$ cat config.mk
export PLATFORM = sky130hd
export DESIGN_NAME = fetch_unit_flat
export DESIGN_NICKNAME = d
export VERILOG_FILES = /design/src/rtl/fetch_unit_if.sv /design/src/rtl/fetch_unit.sv /design/src/flat_wrapper.sv
export SDC_FILE = /design/constraint.sdc
export NUM_CORES = 1
export LEC_CHECK = 0
export ABC_AREA = 0
export BUFFER_PORTS_ARGS = -buffer_cell sky130_fd_sc_hd__buf_2
export CORE_MARGIN = 2
export CORE_UTILIZATION = 50
export CTS_CLUSTER_DIAMETER = 150
export DETAILED_ROUTE_END_ITERATION = 12
export GPL_ROUTABILITY_DRIVEN = 0
export PLACE_DENSITY_LB_ADDON = 0.08
export SETUP_SLACK_MARGIN = 0.1
export SLEW_MARGIN = 15
export SYNTH_ARGS = -nofsm -noshare
export SYNTH_HDL_FRONTEND = slang
export SYNTH_SLANG_ARGS = --single-unit
$ cat constraint.sdc
create_clock -name clk -period 8.3 [get_ports clk]
set_clock_uncertainty 0.15 [all_clocks]
set_input_delay 0.415 -clock clk [delete_from_list [all_inputs] [get_ports clk]]
set_output_delay 0.415 -clock clk [all_outputs]
set_load 0.05 [all_outputs]
$ cat src/rtl/fetch_unit_if.sv
// fetch_unit_if: control/datapath bundle between the SISC controller and the
// instruction fetch unit. The controller owns the master modport and the fetch
// unit owns the slave modport.
// Optional feature macro: FETCH_ICOUNT_EN adds the icount fetch counter signal.
interface fetch_unit_if #(
    parameter int PC_W = 16
);
    // Strobes and data from the controller and the instruction memory
    logic            ir_load;
    logic            pc_write;
    logic            pc_sel;
    logic            br_sel;
    logic            pc_rst;
    logic            stat_en;
    logic [3:0]      alu_stat;
    logic [31:0]     imem_data;

    // Results returned by the fetch unit
    logic [PC_W-1:0] imem_addr;
    logic [3:0]      opcode;
    logic [3:0]      mm;
    logic [15:0]     imm;
    logic [3:0]      stat;
    logic [PC_W-1:0] br_addr;
    logic            halted;
`ifdef FETCH_ICOUNT_EN
    logic [15:0]     icount;
`endif

    modport master (
        output ir_load, pc_write, pc_sel, br_sel, pc_rst, stat_en, alu_stat, imem_data,
        input  imem_addr, opcode, mm, imm, stat, br_addr, halted
`ifdef FETCH_ICOUNT_EN
        , input icount
`endif
    );

    modport slave (
        input  ir_load, pc_write, pc_sel, br_sel, pc_rst, stat_en, alu_stat, imem_data,
        output imem_addr, opcode, mm, imm, stat, br_addr, halted
`ifdef FETCH_ICOUNT_EN
        , output icount
`endif
    );
endinterface

$ cat src/rtl/fetch_unit.sv
// fetch_unit: SISC instruction-side datapath. Holds PC, IR and the status
// register, computes branch targets and latches a sticky halt on an HLT load.
// Optional feature macro: FETCH_ICOUNT_EN adds a saturating 16-bit fetch
// counter driven onto bus.icount.
module fetch_unit #(
    parameter int PC_W = 16
) (
    input  logic          clk,
    input  logic          rst_f,
    fetch_unit_if.slave   bus
);
    // Instruction width is architectural and fixed.
    localparam int IR_W = 32;
    localparam logic [3:0] OP_HLT = 4'hF;

    logic [PC_W-1:0] r_pc;
    logic [IR_W-1:0] r_ir;
    logic [3:0]      r_stat;
    logic            r_halted;

    logic [PC_W-1:0] w_imm;
    logic [PC_W-1:0] w_pc_inc;
    logic [PC_W-1:0] w_br_addr;
    logic [PC_W-1:0] w_pc_next;
    logic            w_ir_accept;

    // The immediate is the low 16 IR bits, resized to the PC width.
    assign w_imm       = PC_W'(r_ir[15:0]);
    assign w_pc_inc    = r_pc + PC_W'(1);
    // Relative targets use the PC as it stands after the fetch increment.
    assign w_br_addr   = bus.br_sel ? w_imm : (r_pc + w_imm);
    assign w_pc_next   = bus.pc_sel ? w_br_addr : w_pc_inc;
    // Once halted, no further instruction is accepted.
    assign w_ir_accept = bus.ir_load && !r_halted;

    assign bus.imem_addr = r_pc;
    assign bus.opcode    = r_ir[31:28];
    assign bus.mm        = r_ir[27:24];
    assign bus.imm       = r_ir[15:0];
    assign bus.stat      = r_stat;
    assign bus.br_addr   = w_br_addr;
    assign bus.halted    = r_halted;

    // PC update: clear beats write; halt freezes writes but not the clear.
    always_ff @(posedge clk or negedge rst_f) begin
        if (!rst_f) begin
            r_pc <= '0;
        end else if (bus.pc_rst) begin
            r_pc <= '0;
        end else if (bus.pc_write && !r_halted) begin
            r_pc <= w_pc_next;
        end
    end

    // IR capture and halt detection on the instruction being loaded.
    always_ff @(posedge clk or negedge rst_f) begin
        if (!rst_f) begin
            r_ir     <= '0;
            r_halted <= 1'b0;
        end else if (w_ir_accept) begin
            r_ir <= bus.imem_data;
            if (bus.imem_data[31:28] == OP_HLT) begin
                r_halted <= 1'b1;
            end
        end
    end

    // Status flags are written back regardless of halt state.
    always_ff @(posedge clk or negedge rst_f) begin
        if (!rst_f) begin
            r_stat <= '0;
        end else if (bus.stat_en) begin
            r_stat <= bus.alu_stat;
        end
    end

`ifdef FETCH_ICOUNT_EN
    logic [15:0] r_icount;

    // Count accepted fetches, sticking at all-ones; only rst_f clears it.
    always_ff @(posedge clk or negedge rst_f) begin
        if (!rst_f) begin
            r_icount <= '0;
        end else if (w_ir_accept && (r_icount != 16'hFFFF)) begin
            r_icount <= r_icount + 16'd1;
        end
    end

    assign bus.icount = r_icount;
`endif
endmodule

$ cat src/flat_wrapper.sv
// flat-port wrapper written by rule: the top's interface ports become plain ports
module fetch_unit_flat 
#(
    parameter int PC_W = 16
)
  (clk, rst_f, bus_ir_load, bus_pc_write, bus_pc_sel, bus_br_sel, bus_pc_rst, bus_stat_en, bus_alu_stat, bus_imem_data, bus_imem_addr, bus_opcode, bus_mm, bus_imm, bus_stat, bus_br_addr, bus_halted);
  fetch_unit_if #(.PC_W(PC_W)) bus_i ();
  input  logic clk;
  input  logic rst_f;
  input wire logic [$bits(bus_i.ir_load)-1:0] bus_ir_load;
  input wire logic [$bits(bus_i.pc_write)-1:0] bus_pc_write;
  input wire logic [$bits(bus_i.pc_sel)-1:0] bus_pc_sel;
  input wire logic [$bits(bus_i.br_sel)-1:0] bus_br_sel;
  input wire logic [$bits(bus_i.pc_rst)-1:0] bus_pc_rst;
  input wire logic [$bits(bus_i.stat_en)-1:0] bus_stat_en;
  input wire logic [$bits(bus_i.alu_stat)-1:0] bus_alu_stat;
  input wire logic [$bits(bus_i.imem_data)-1:0] bus_imem_data;
  output wire logic [$bits(bus_i.imem_addr)-1:0] bus_imem_addr;
  output wire logic [$bits(bus_i.opcode)-1:0] bus_opcode;
  output wire logic [$bits(bus_i.mm)-1:0] bus_mm;
  output wire logic [$bits(bus_i.imm)-1:0] bus_imm;
  output wire logic [$bits(bus_i.stat)-1:0] bus_stat;
  output wire logic [$bits(bus_i.br_addr)-1:0] bus_br_addr;
  output wire logic [$bits(bus_i.halted)-1:0] bus_halted;
  assign bus_i.ir_load = bus_ir_load;
  assign bus_i.pc_write = bus_pc_write;
  assign bus_i.pc_sel = bus_pc_sel;
  assign bus_i.br_sel = bus_br_sel;
  assign bus_i.pc_rst = bus_pc_rst;
  assign bus_i.stat_en = bus_stat_en;
  assign bus_i.alu_stat = bus_alu_stat;
  assign bus_i.imem_data = bus_imem_data;
  assign bus_imem_addr = bus_i.imem_addr;
  assign bus_opcode = bus_i.opcode;
  assign bus_mm = bus_i.mm;
  assign bus_imm = bus_i.imm;
  assign bus_stat = bus_i.stat;
  assign bus_br_addr = bus_i.br_addr;
  assign bus_halted = bus_i.halted;
  fetch_unit #(.PC_W(PC_W)) u_core (.clk(clk), .rst_f(rst_f), .bus(bus_i));
endmodule
[Yosys cells after proc, flatten, opt, wreduce, memory -nomap -nowiden]
Index checks and enable logic that the tools add are counted.
Storage, ports and cells
  register bits: 53
  input bits: 44
  output and inout port bits: 61
  logic and storage cells: 16
Operators by class
  add/sub/neg operators: 2
  eq/ne operators: 1
  multiplexer cells: 4
  reductions and logical operators: 5
Operators with widths (count)
  2-to-1 mux 16 bit: 4
  adder 16 x 1 -> 16 bit, second input constant: 1
  adder 16 bit: 1
  == test 4 bit, second input constant: 1
  logical AND 1 bit: 2
  AND reduction 2 bit: 1
  nonzero test 2 bit: 1
  logical NOT 1 bit: 1

[Longest topological paths before layout]
Gate-level depths: netlist of run 1.
  depth after elaboration: 5
  gate-level depth with buffers: 9
  gate-level depth less buffers: 9

[Least setup slack after synthesis of run 1]
Ideal clock, no wire load.
  kind: reg-to-output
  start point: register u_core.r_pc[0] (netlist: u_core.bus.imem_addr[0])
  end point: output port bus_br_addr[12]
  arrival time: 3.413 ns
  required time: 7.735 ns
  path slack: 4.322 ns
  stages on the path, launching flop included: 10
  path buffers: 0
  cell sequence: dfrtp_1 ha_1 fa_1 a211oi_2 nor2_1 o41ai_4 o31ai_1 nor2_1 xnor2_1 o21ai_0
On the way
  word-level cells in the longest chain between the ends: 2
RTL lines
  from (decl): line fetch_unit.sv:16  | logic [PC_W-1:0] r_pc;
  from (signal assigned): line fetch_unit.sv:51  | r_pc <= w_pc_next;
  adder 16 bit: line fetch_unit.sv:31  | assign w_br_addr = bus.br_sel ? w_imm : (r_pc + w_imm);
  2-to-1 mux 16 bit: line fetch_unit.sv:31
  to (decl): line flat_wrapper.sv:23  | output wire logic [$bits(bus_i.br_addr)-1:0] bus_br_addr;
No other way between the ends.

[Worst setup path after layout of run 1]
  start point: register u_core.r_pc[0] (netlist: u_core.bus.imem_addr[0])
  end point: output port bus_br_addr[14]
The elaborated chain is that of the path after synthesis.

==> run_results.csv, run 1 <==
group,metric,value,unit
run_status,outcome,"finished, final reports clean",
timing,drv_slew,0,
setup_path,worstPathMaxFanout,6,
clock_tree,clk_pin_slew,0.10,ns
detailed_routing,drc,0,
detailed_routing,routed_wl,8070,um
setup_path,critPathArrivalTime,3.28,ns
setup_path,end_kind,"output pin",
grt,antenna_found_initial,0,
grt,grt_pass1_vias,2746,
setup_path,critical_path.max_stage_delay,0.47,ns
detailed_routing,viasPerCell,5.81,
clock_tree,clock_sinks,45,
setup_path,critPathKind,"reg2out",
grt,grt_overflow,0,
final_layout,syn_to_final_growth,21.0,%
power,pwr-share-seq,48.1,%
logic_synthesis,synth_fp_nets,381,
logic_synthesis,yosys_warnings,0,
placed_design,dpl-instance-area,3590,um2
timing,clock.fmax,260,MHz
logic_synthesis,async_flop_share,100,%
final_layout,layout_common_cells,"95 x buf_2, 45 x dfrtp_1, 33 x o21ai_0, 33 x nand2_1, 32 x mux2_2",
floorplanning,design.die.area,6750,um2
clock_tree,clock_path_buffers,2,
floorplanning,dieWidth,82.1,um
setup_path,cp_cell_sequence,"ha_1 > fa_1 > a211oi_2 > nor2_1 > o41ai_4 > o31ai_1 > o41ai_2 > xor2_1 > o21ai_1 > buf_2",
timing,relSlewSlack,35.9,%
clock_tree,clock_latency,0.31,ns
floorplanning,std_cell_rows,28,
final_layout,utilization,62.4,%
power,switching_share,34.7,%
floorplanning,fp.dieH,82.1,um
grt,grt_use_met2,41.6,%
logic_synthesis,synth-seq-cells,45,
clock_tree,cts_root_buf,"clkbuf_8",
logic_synthesis,syn_avg_cell_area,9.54,um2
power,power_density,132,nW/um2
placed_design,dp_hpwl,5820,um
timing,finalCritPeriodShare,46.3,%
flow_run,cap_violations,0,
detailed_routing,dr.pass1.iters,4,
final_layout,antenna_cells,0,
logic_synthesis,synth_edf_count,0,
power,combPwrFrac,22.9,%
clock_tree,cts_made_buffers,5,
grt,grtUsageTotal,24.8,%
detailed_routing,routedWlPerCell,16.5,um
power,clkPwrFrac,29.0,%
final_layout,stdcell_count,490,
logic_synthesis,syn_inst,320,
logic_synthesis,ys_dominant_reg_cell,"dfrtp_1",
timing,hold_viol,0,
placed_design,dp_cells,481,
grt,grt_util_met1,32.8,%
setup_path,crit_slowest_cell,"fa_1",
final_layout,layout-drive-gt1-share,37.6,%
timing,setup_viol,0,
placed_design,port_buffers,96,
setup_path,cp_data_required_time,7.74,ns
clock_tree,cts_resized,0,
clock_tree,cts_tree,"built",
timing,final.setup.tns,0,ns
final_layout,final_nets,475,
detailed_routing,vias,2846,
power,ir_drop,0.0978,mV
power,p_leak,0.00181,uW
clock_tree,cts_setup_buffers,0,
floorplanning,io_pins,105,
grt,grt_max_degree,46,
timing,tightest_slew,0.953,ns
power,p_int,318,uW
worst_hold_path,worstHoldPathType,"in2reg",
grt,grt_util_met3,5.22,%
timing,finalWorstPathRequiredPeriod,3.85,ns
detailed_routing,drt_iter0_markers,115,
logic_synthesis,syn_area,3050,um2
detailed_routing,drtAntennaViolNets,0,
grt,top_usage_layer,"met2",
floorplanning,initial_core_util,51.6,%
final_layout,final_area,3690,um2
timing,rsz0062_at_grt,"false",
power,power.switching,169,uW
logic_synthesis,yosysSeqAreaShare,36.9,%
floorplanning,coreArea,5920,um2
final_layout,mostFrequentLayoutCell,"buf_2",
setup_path,crit_path_start_kind,"register",
clock_tree,htreeDepth,2,
grt,grt_pass1_wl,12900,um
logic_synthesis,yosysUniqueCellTypes,55,
==> routing by layer <==
metal	share of wire, %	vias to the layer above
met2	47	87
met3	6.6	9
met4	1.0	0
met5	0	-
met1	45	1364
li1	-	1386
==> power groups by stage <==
stage | Combinational (uW) | Sequential, uW | Clock (uW)
3_5_place_dp | 112 | 238 | 0
2_1_floorplan | 50.4 | 265 | 0
3_3_place_gp | 110 | 238 | 0
5_1_grt | 119 | 236 | 155
4_1_cts | 112 | 234 | 146
6_report | 112 | 234 | 142
==> Yosys cell counts (5+ instances only) <==
| cell type | instances | area [um2] |
|---|---|---|
| xnor2_1 | 6 | 52.6 |
| mux2_2 | 32 | 360 |
| nand2_1 | 33 | 124 |
| clkbuf_1 | 10 | 37.5 |
| nor3_1 | 7 | 35.0 |
| dfrtp_1 | 45 | 1130 |
| ha_1 | 16 | 200 |
| a31o_2 | 5 | 43.8 |
| nand3_1 | 8 | 40.0 |
| inv_1 | 6 | 22.5 |
| o21ai_0 | 33 | 165 |
| nor2_1 | 19 | 71.3 |
| a21oi_1 | 21 | 105 |
| o31ai_1 | 7 | 52.6 |
| xor2_1 | 5 | 43.8 |
==> critical path, delay by kind of cell, from the launching register on <==
family / cells / cell delay (ns)
AO/OA/AOI/OAI: 5 / 1.23
AND/OR/NAND/NOR: 1 / 0.13
adder cells (fa/ha/maj): 2 / 0.73
flip-flops: 1 / 0.45
buffers and inverters: 1 / 0.28
XOR/XNOR: 1 / 0.15
==> final cells by class <==
cell class | instances | area [um2]
Sequential cell | 45 | 1130
Clock inverter | 2 | 15.0
Fill cell | 517 | 2230
Tap cell | 75 | 93.8
Multi-Input combinational cell | 258 | 1860
Inverter | 6 | 22.5
Clock buffer | 6 | 72.6
Timing Repair Buffer | 98 | 500
==> flip-flops by register name, summed over array words and instances, names as in the netlist <==
| register | cells |
|---|---|
| u_core.bus.imem_addr | 16 |
| u_core.bus.stat | 4 |
| u_core.bus.halted | 1 |
| u_core.r_ir | 24 |
==> timing repair <==
action,4_1_cts,5_1_grt
endpoints found under the setup margin,0,0
hold buffers,0,1
endpoints found under the hold margin,0,8
==> cell families after synthesis <==
kind of cell	count (synthesis)	share of synthesized area (%)
buffers and inverters	17	2.13
AOI/OAI and AO/OA	104	23.6
DFF	45	36.9
muxes	33	12.1
xor gates and xnor gates	11	3.16
and+or+nand+nor	93	14.9
adders and majority gates	17	7.21
==> metrics by stage <==
step | power [uW] | hold WS (ns) | setup WS [ns]
2_1_floorplan | 316 | -0.0306 | 4.32
3_3_place_gp | 348 | 0.336 | 4.89
3_5_place_dp | 350 | 0.339 | 4.83
4_1_cts | 492 | 0.167 | 4.46
5_1_grt | 510 | 0.173 | 4.28
6_report | 488 | 0.172 | 4.45
==> worst paths after layout <==
kind,slack [ns],depth (start not counted),from,end
min in group asynchronous,0.49,2,rst_f,u_core.bus.imem_addr[7]
hold / removal,0.17,2,bus_imem_data[13],u_core.r_ir[13]
max in group asynchronous,7.10,2,rst_f,u_core.r_ir[8]
setup / recovery,4.45,10,u_core.bus.imem_addr[0],bus_br_addr[14]
hold reg to reg,0.36,1,u_core.r_ir[26],u_core.r_ir[26]
setup reg to reg,5.24,9,u_core.bus.imem_addr[0],u_core.bus.imem_addr[14]
Power figures use the tool's default switching activity.
==> inputs of run 2 (changes only) <==
==> constraint.sdc (replaced) <==
create_clock -name clk -period 3.6 [get_ports clk]
set_clock_uncertainty 0.15 [all_clocks]
set_input_delay 0.18 -clock clk [delete_from_list [all_inputs] [get_ports clk]]
set_output_delay 0.18 -clock clk [all_outputs]
set_load 0.05 [all_outputs]
==> run_results.csv, run 2 (synthesis gave the netlist of run 1 again) <==
group,metric,value,unit
final_layout,layout-drive-gt1-share,36.9,%
final_layout,final_nets,510,
detailed_routing,routedWlPerCell,16.5,um
placed_design,port_buffers,96,
setup_path,cp_cell_sequence,"ha_1 > fa_2 > a211oi_2 > nor2_1 > o41ai_4 > o31ai_4 > o41ai_4 > xor2_1 > o21ai_2 > buf_4",
detailed_routing,drt_iter0_markers,194,
final_layout,top_register,"u_core.r_ir",
timing,final.setup.tns,0,ns
detailed_routing,vias,3023,
clock_tree,cts_tree,"built",
clock_tree,cts_root_buf,"clkbuf_8",
setup_path,endpoint,"bus_br_addr[14]",
setup_path,crit_slowest_cell,"dfrtp_1",
timing,drv_slew,0,
grt,grt_pass1_wl,13800,um
timing,clock.fmax,295,MHz
timing,hold_viol,0,
timing,tightest_slew,0.827,ns
grt,grt_max_degree,46,
setup_path,worstPathMaxFanout,4,
setup_path,critPathKind,"reg2out",
setup_path,regToRegEndpoint,"u_core.bus.imem_addr[14]",
setup_path,cp.depth,10,
setup_path,r2r-start,"u_core.r_ir[0]",
grt,grt_pass1_vias,2797,
clock_tree,clock_latency,0.31,ns
detailed_routing,routed_wl,8680,um
detailed_routing,drc,0,
setup_path,critPathArrivalTime,3.06,ns
timing,setup_viol,0,
final_layout,fill_cells,475,
final_layout,syn_to_final_growth,33.6,%
clock_tree,clock_path_buffers,2,
setup_path,rrSetupSlack,0.52,ns
floorplanning,std_cell_rows,28,
final_layout,layout_common_cells,"94 x buf_2, 44 x dfrtp_1, 33 x nand2_1",
setup_path,critPathLaunch,"u_core.r_ir[0]",
setup_path,critical_path.max_stage_delay,0.43,ns
final_layout,multi_input_area,1900,um2
timing,finalCritPeriodShare,94.3,%
clock_tree,clock_sinks,45,
setup_path,end_kind,"output pin",
setup_path,worst-path-buf-inv,1,
final_layout,final_area,4080,um2
placed_design,dp_hpwl,6030,um
timing,rsz0062_at_grt,"true",
final_layout,antenna_cells,0,
detailed_routing,viasPerCell,5.76,
detailed_routing,drtAntennaViolNets,0,
grt,grt_overflow,0,
floorplanning,coreArea,5920,um2
setup_path,crit_path_start_kind,"register",
detailed_routing,dr.pass1.iters,6,
clock_tree,htreeDepth,2,
final_layout,regArea,1130,um2
floorplanning,io_pins,105,
power,power_density,283,nW/um2
power,p_leak,0.00197,uW
setup_path,critPathMostFrequentCell,"o41ai_4",
worst_hold_path,worstHoldPathType,"in2reg",
final_layout,utilization,68.9,%
power,ir_drop,0.254,mV
setup_path,r2r_cells,11,
placed_design,dpl-instance-area,3610,um2
floorplanning,dieWidth,82.1,um
grt,grtUsageTotal,26.9,%
floorplanning,initial_core_util,51.6,%
run_status,outcome,"finished, final reports clean",
grt,antenna_found_initial,0,
timing,finalWorstPathRequiredPeriod,3.39,ns
flow_run,cap_violations,0,
timing,relSlewSlack,44.4,%
clock_tree,clk_pin_slew,0.09,ns
final_layout,largest_register_ff_count,24,
final_layout,mostFrequentLayoutCell,"buf_2",
setup_path,cp_top_family,"compound AO/OA/AOI/OAI gates",
floorplanning,design.die.area,6750,um2
floorplanning,fp.dieH,82.1,um
clock_tree,cts_made_buffers,5,
setup_path,cp_data_required_time,3.27,ns
==> run 2: routing by layer <==
layer  routed length [um]  vias to the layer above  global-route usage (%)
li1                     -                     1462                       -
met1                 3940                     1423                    37.7
met2                 4050                      123                    43.2
met3                  573                       15                    5.11
met4                  121                        0                    6.33
met5                    0                        -                       0
==> run 2: report_power, final <==
part	internal (uW)	switching, uW
clock	137	186
combinational	98.3	194
sequential	523	17.4
total	759	397
==> run 2: cell type report <==
class | count | share of cell area, %
Multi-Input combinational cell | 258 | 46.5
Sequential cell | 45 | 27.6
Timing Repair Buffer | 133 | 20.9
Tap cell | 75 | 2.30
Clock buffer | 6 | 1.78
Inverter | 6 | 0.552
Clock inverter | 2 | 0.368
==> run 2: repair_timing <==
action,in CTS,in global routing
setup buffers,1,2
hold endpoints to repair,74,0
hold buffers,30,0
endpoints found under the setup margin,1,1
pin swaps,3,3
gates resized for setup,3,5
==> run 2: worst min-delay path by stage <==
stage	from	to	slack, ns	depth (start not counted)
finish	bus_stat_en	u_core.bus.stat[2]	0.03	2
global route	bus_stat_en	u_core.bus.stat[0]	0.04	2
CTS	bus_stat_en	u_core.bus.stat[2]	0.02	2
detailed placement	bus_imem_data[12]	u_core.r_ir[12]	0.26	2
global placement	rst_f	u_core.bus.imem_addr[2]	0.26	1
floorplan	rst_f	u_core.bus.halted	-0.27	0
==> run 2: through the flow <==
stage	setup WS (ns)	cells	hold slack [ns]	power, uW
global route	0.0760	525	0.0406	1200
detailed placement	0.378	483	0.265	809
finish	0.206	525	0.0290	1160
floorplan	0.0635	320	-0.266	729
global placement	0.444	483	0.260	804
CTS	0.111	522	0.0238	1160
==> inputs of run 3 (changes only) <==
--- a/config.mk
+++ b/config.mk
@@ -12,7 +12,9 @@
 export CTS_CLUSTER_DIAMETER = 150
 export DETAILED_ROUTE_END_ITERATION = 12
 export GPL_ROUTABILITY_DRIVEN = 0
+export HOLD_SLACK_MARGIN = 0.1
 export PLACE_DENSITY_LB_ADDON = 0.08
+export REMOVE_ABC_BUFFERS = 1
 export SETUP_SLACK_MARGIN = 0.1
 export SLEW_MARGIN = 15
 export SYNTH_ARGS = -nofsm -noshare
==> run_results.csv, run 3 (synthesis gave the netlist of run 1 again) <==
group,metric,value,unit
run_status,outcome,"finished, final reports clean",
timing,tightest_slew,1.02,ns
setup_path,crit_path_start_kind,"register",
final_layout,layout_common_cells,"95 x buf_2, 44 x dfrtp_1, 35 x dlygate4sd3_1",
timing,setup_viol,0,
setup_path,end_kind,"output pin",
floorplanning,initial_core_util,51.6,%
grt,grtUsageTotal,26.5,%
detailed_routing,routedWlPerCell,16.1,um
clock_tree,cts_tree,"built",
detailed_routing,drc,0,
flow_run,cap_violations,0,
timing,relSlewSlack,32.0,%
setup_path,worstPathMaxFanout,5,
power,ir_drop,0.260,mV
worst_hold_path,worstHoldPathType,"in2reg",
final_layout,stdcell_count,529,
clock_tree,clock_latency,0.32,ns
timing,hold_viol,0,
final_layout,largest_register_ff_count,24,
power,power_density,285,nW/um2
detailed_routing,drt_iter0_markers,204,
timing,finalWorstPathRequiredPeriod,3.44,ns
clock_tree,clock_sinks,45,
timing,drv_slew,0,
detailed_routing,dr.pass1.iters,4,
floorplanning,dieWidth,82.1,um
placed_design,dp_hpwl,5760,um
setup_path,critPathArrivalTime,3.11,ns
final_layout,final_nets,514,
timing,rsz0062_at_grt,"true",
floorplanning,io_pins,105,
grt,grt_pass1_vias,2873,
clock_tree,htreeDepth,2,
floorplanning,fp.dieH,82.1,um
final_layout,top_register,"u_core.r_ir",
grt,antenna_found_initial,0,
final_layout,mostFrequentLayoutCell,"buf_2",
worst_hold_path,hold_start,"bus_pc_sel",
setup_path,cp_data_required_time,3.27,ns
clock_tree,cts_made_buffers,5,
detailed_routing,routed_wl,8540,um
final_layout,final_area,4110,um2
floorplanning,coreArea,5920,um2
detailed_routing,vias,3050,
clock_tree,clock_path_buffers,2,
timing,finalCritPeriodShare,95.4,%
final_layout,layout-drive-gt1-share,36.8,%
grt,grt_overflow,0,
power,p_leak,0.00198,uW
final_layout,syn_to_final_growth,34.5,%
setup_path,critPathLaunch,"u_core.bus.imem_addr[0]",
final_layout,antenna_cells,0,
floorplanning,design.die.area,6750,um2
floorplanning,std_cell_rows,28,
detailed_routing,drtAntennaViolNets,0,
grt,grt_max_degree,46,
timing,clock.fmax,291,MHz
placed_design,port_buffers,96,
setup_path,r2r-start,"u_core.bus.imem_addr[0]",
clock_tree,cts_root_buf,"clkbuf_8",
placed_design,dpl-instance-area,3610,um2
grt,grt_pass1_wl,13700,um
final_layout,utilization,69.3,%
placed_design,dp_cells,483,
detailed_routing,viasPerCell,5.77,
setup_path,critPathKind,"reg2out",
clock_tree,clk_pin_slew,0.10,ns
## run 3: cell type report
cell class | instances | area (um2)
Clock inverter | 3 | 25.0
Tap cell | 75 | 93.8
Inverter | 6 | 22.5
Timing Repair Buffer | 137 | 882
Multi-Input combinational cell | 258 | 1890
Fill cell | 477 | 1820
Sequential cell | 45 | 1130
Clock buffer | 5 | 68.8
## run 3: stage by stage
| step | power (uW) | hold slack, ns | setup slack, ns | TNS (ns) |
|---|---|---|---|---|
| after detailed placement | 806 | 0.266 | 0.373 | 0 |
| after CTS | 1180 | 0.126 | 0.103 | 0 |
| after global placement | 802 | 0.261 | 0.400 | 0 |
| final | 1170 | 0.142 | 0.164 | 0 |
| after floorplan | 720 | -0.266 | -0.295 | -0.850 |
| after global routing | 1220 | 0.139 | 0.0292 | 0 |
## run 3: power by group
group / internal (uW) / switching, uW / leakage, uW
sequential: 523 / 16.5 / 0.000587
clock: 140 / 197 / 0.0000447
combinational: 102 / 192 / 0.00135
total: 765 / 405 / 0.00198
## run 3: worst paths after layout
check,end,slack (ns),depth (start not counted)
max,bus_br_addr[14],0.16,10
min,u_core.bus.imem_addr[6],0.14,2
max reg2reg,u_core.bus.imem_addr[14],0.58,10
min reg2reg,u_core.r_ir[26],0.37,1
max in group asynchronous,u_core.bus.imem_addr[0],2.22,2
min in group asynchronous,u_core.r_ir[2],0.42,2
## run 3: what timing repair did
item                                    CTS  global route
endpoints found under the hold margin    74             0
pin swaps                                 2             4
endpoints found under the setup margin    1             3
hold buffers                             35             0
gates resized for setup                   1             9
buffers inserted                          1             2
## run 3: worst max-delay path, cell delays in order, from the launching register on
cell and delay, ns:
dfrtp_2 0.44, ha_2 0.21, fa_2 0.38, a211oi_2 0.21, nor2_2 0.10, o41ai_4 0.42, o31ai_4 0.11, o41ai_2 0.38
xor2_1 0.25, o21ai_1 0.10, buf_6 0.18
## run 3: per-layer routing
layer	share of wire [%]	GRT usage [%]	routed length [um]
met5	0	0	0
met4	0.91	6.67	78
met3	5.9	5.11	503
met2	49	45.8	4170
met1	44	34.3	3790
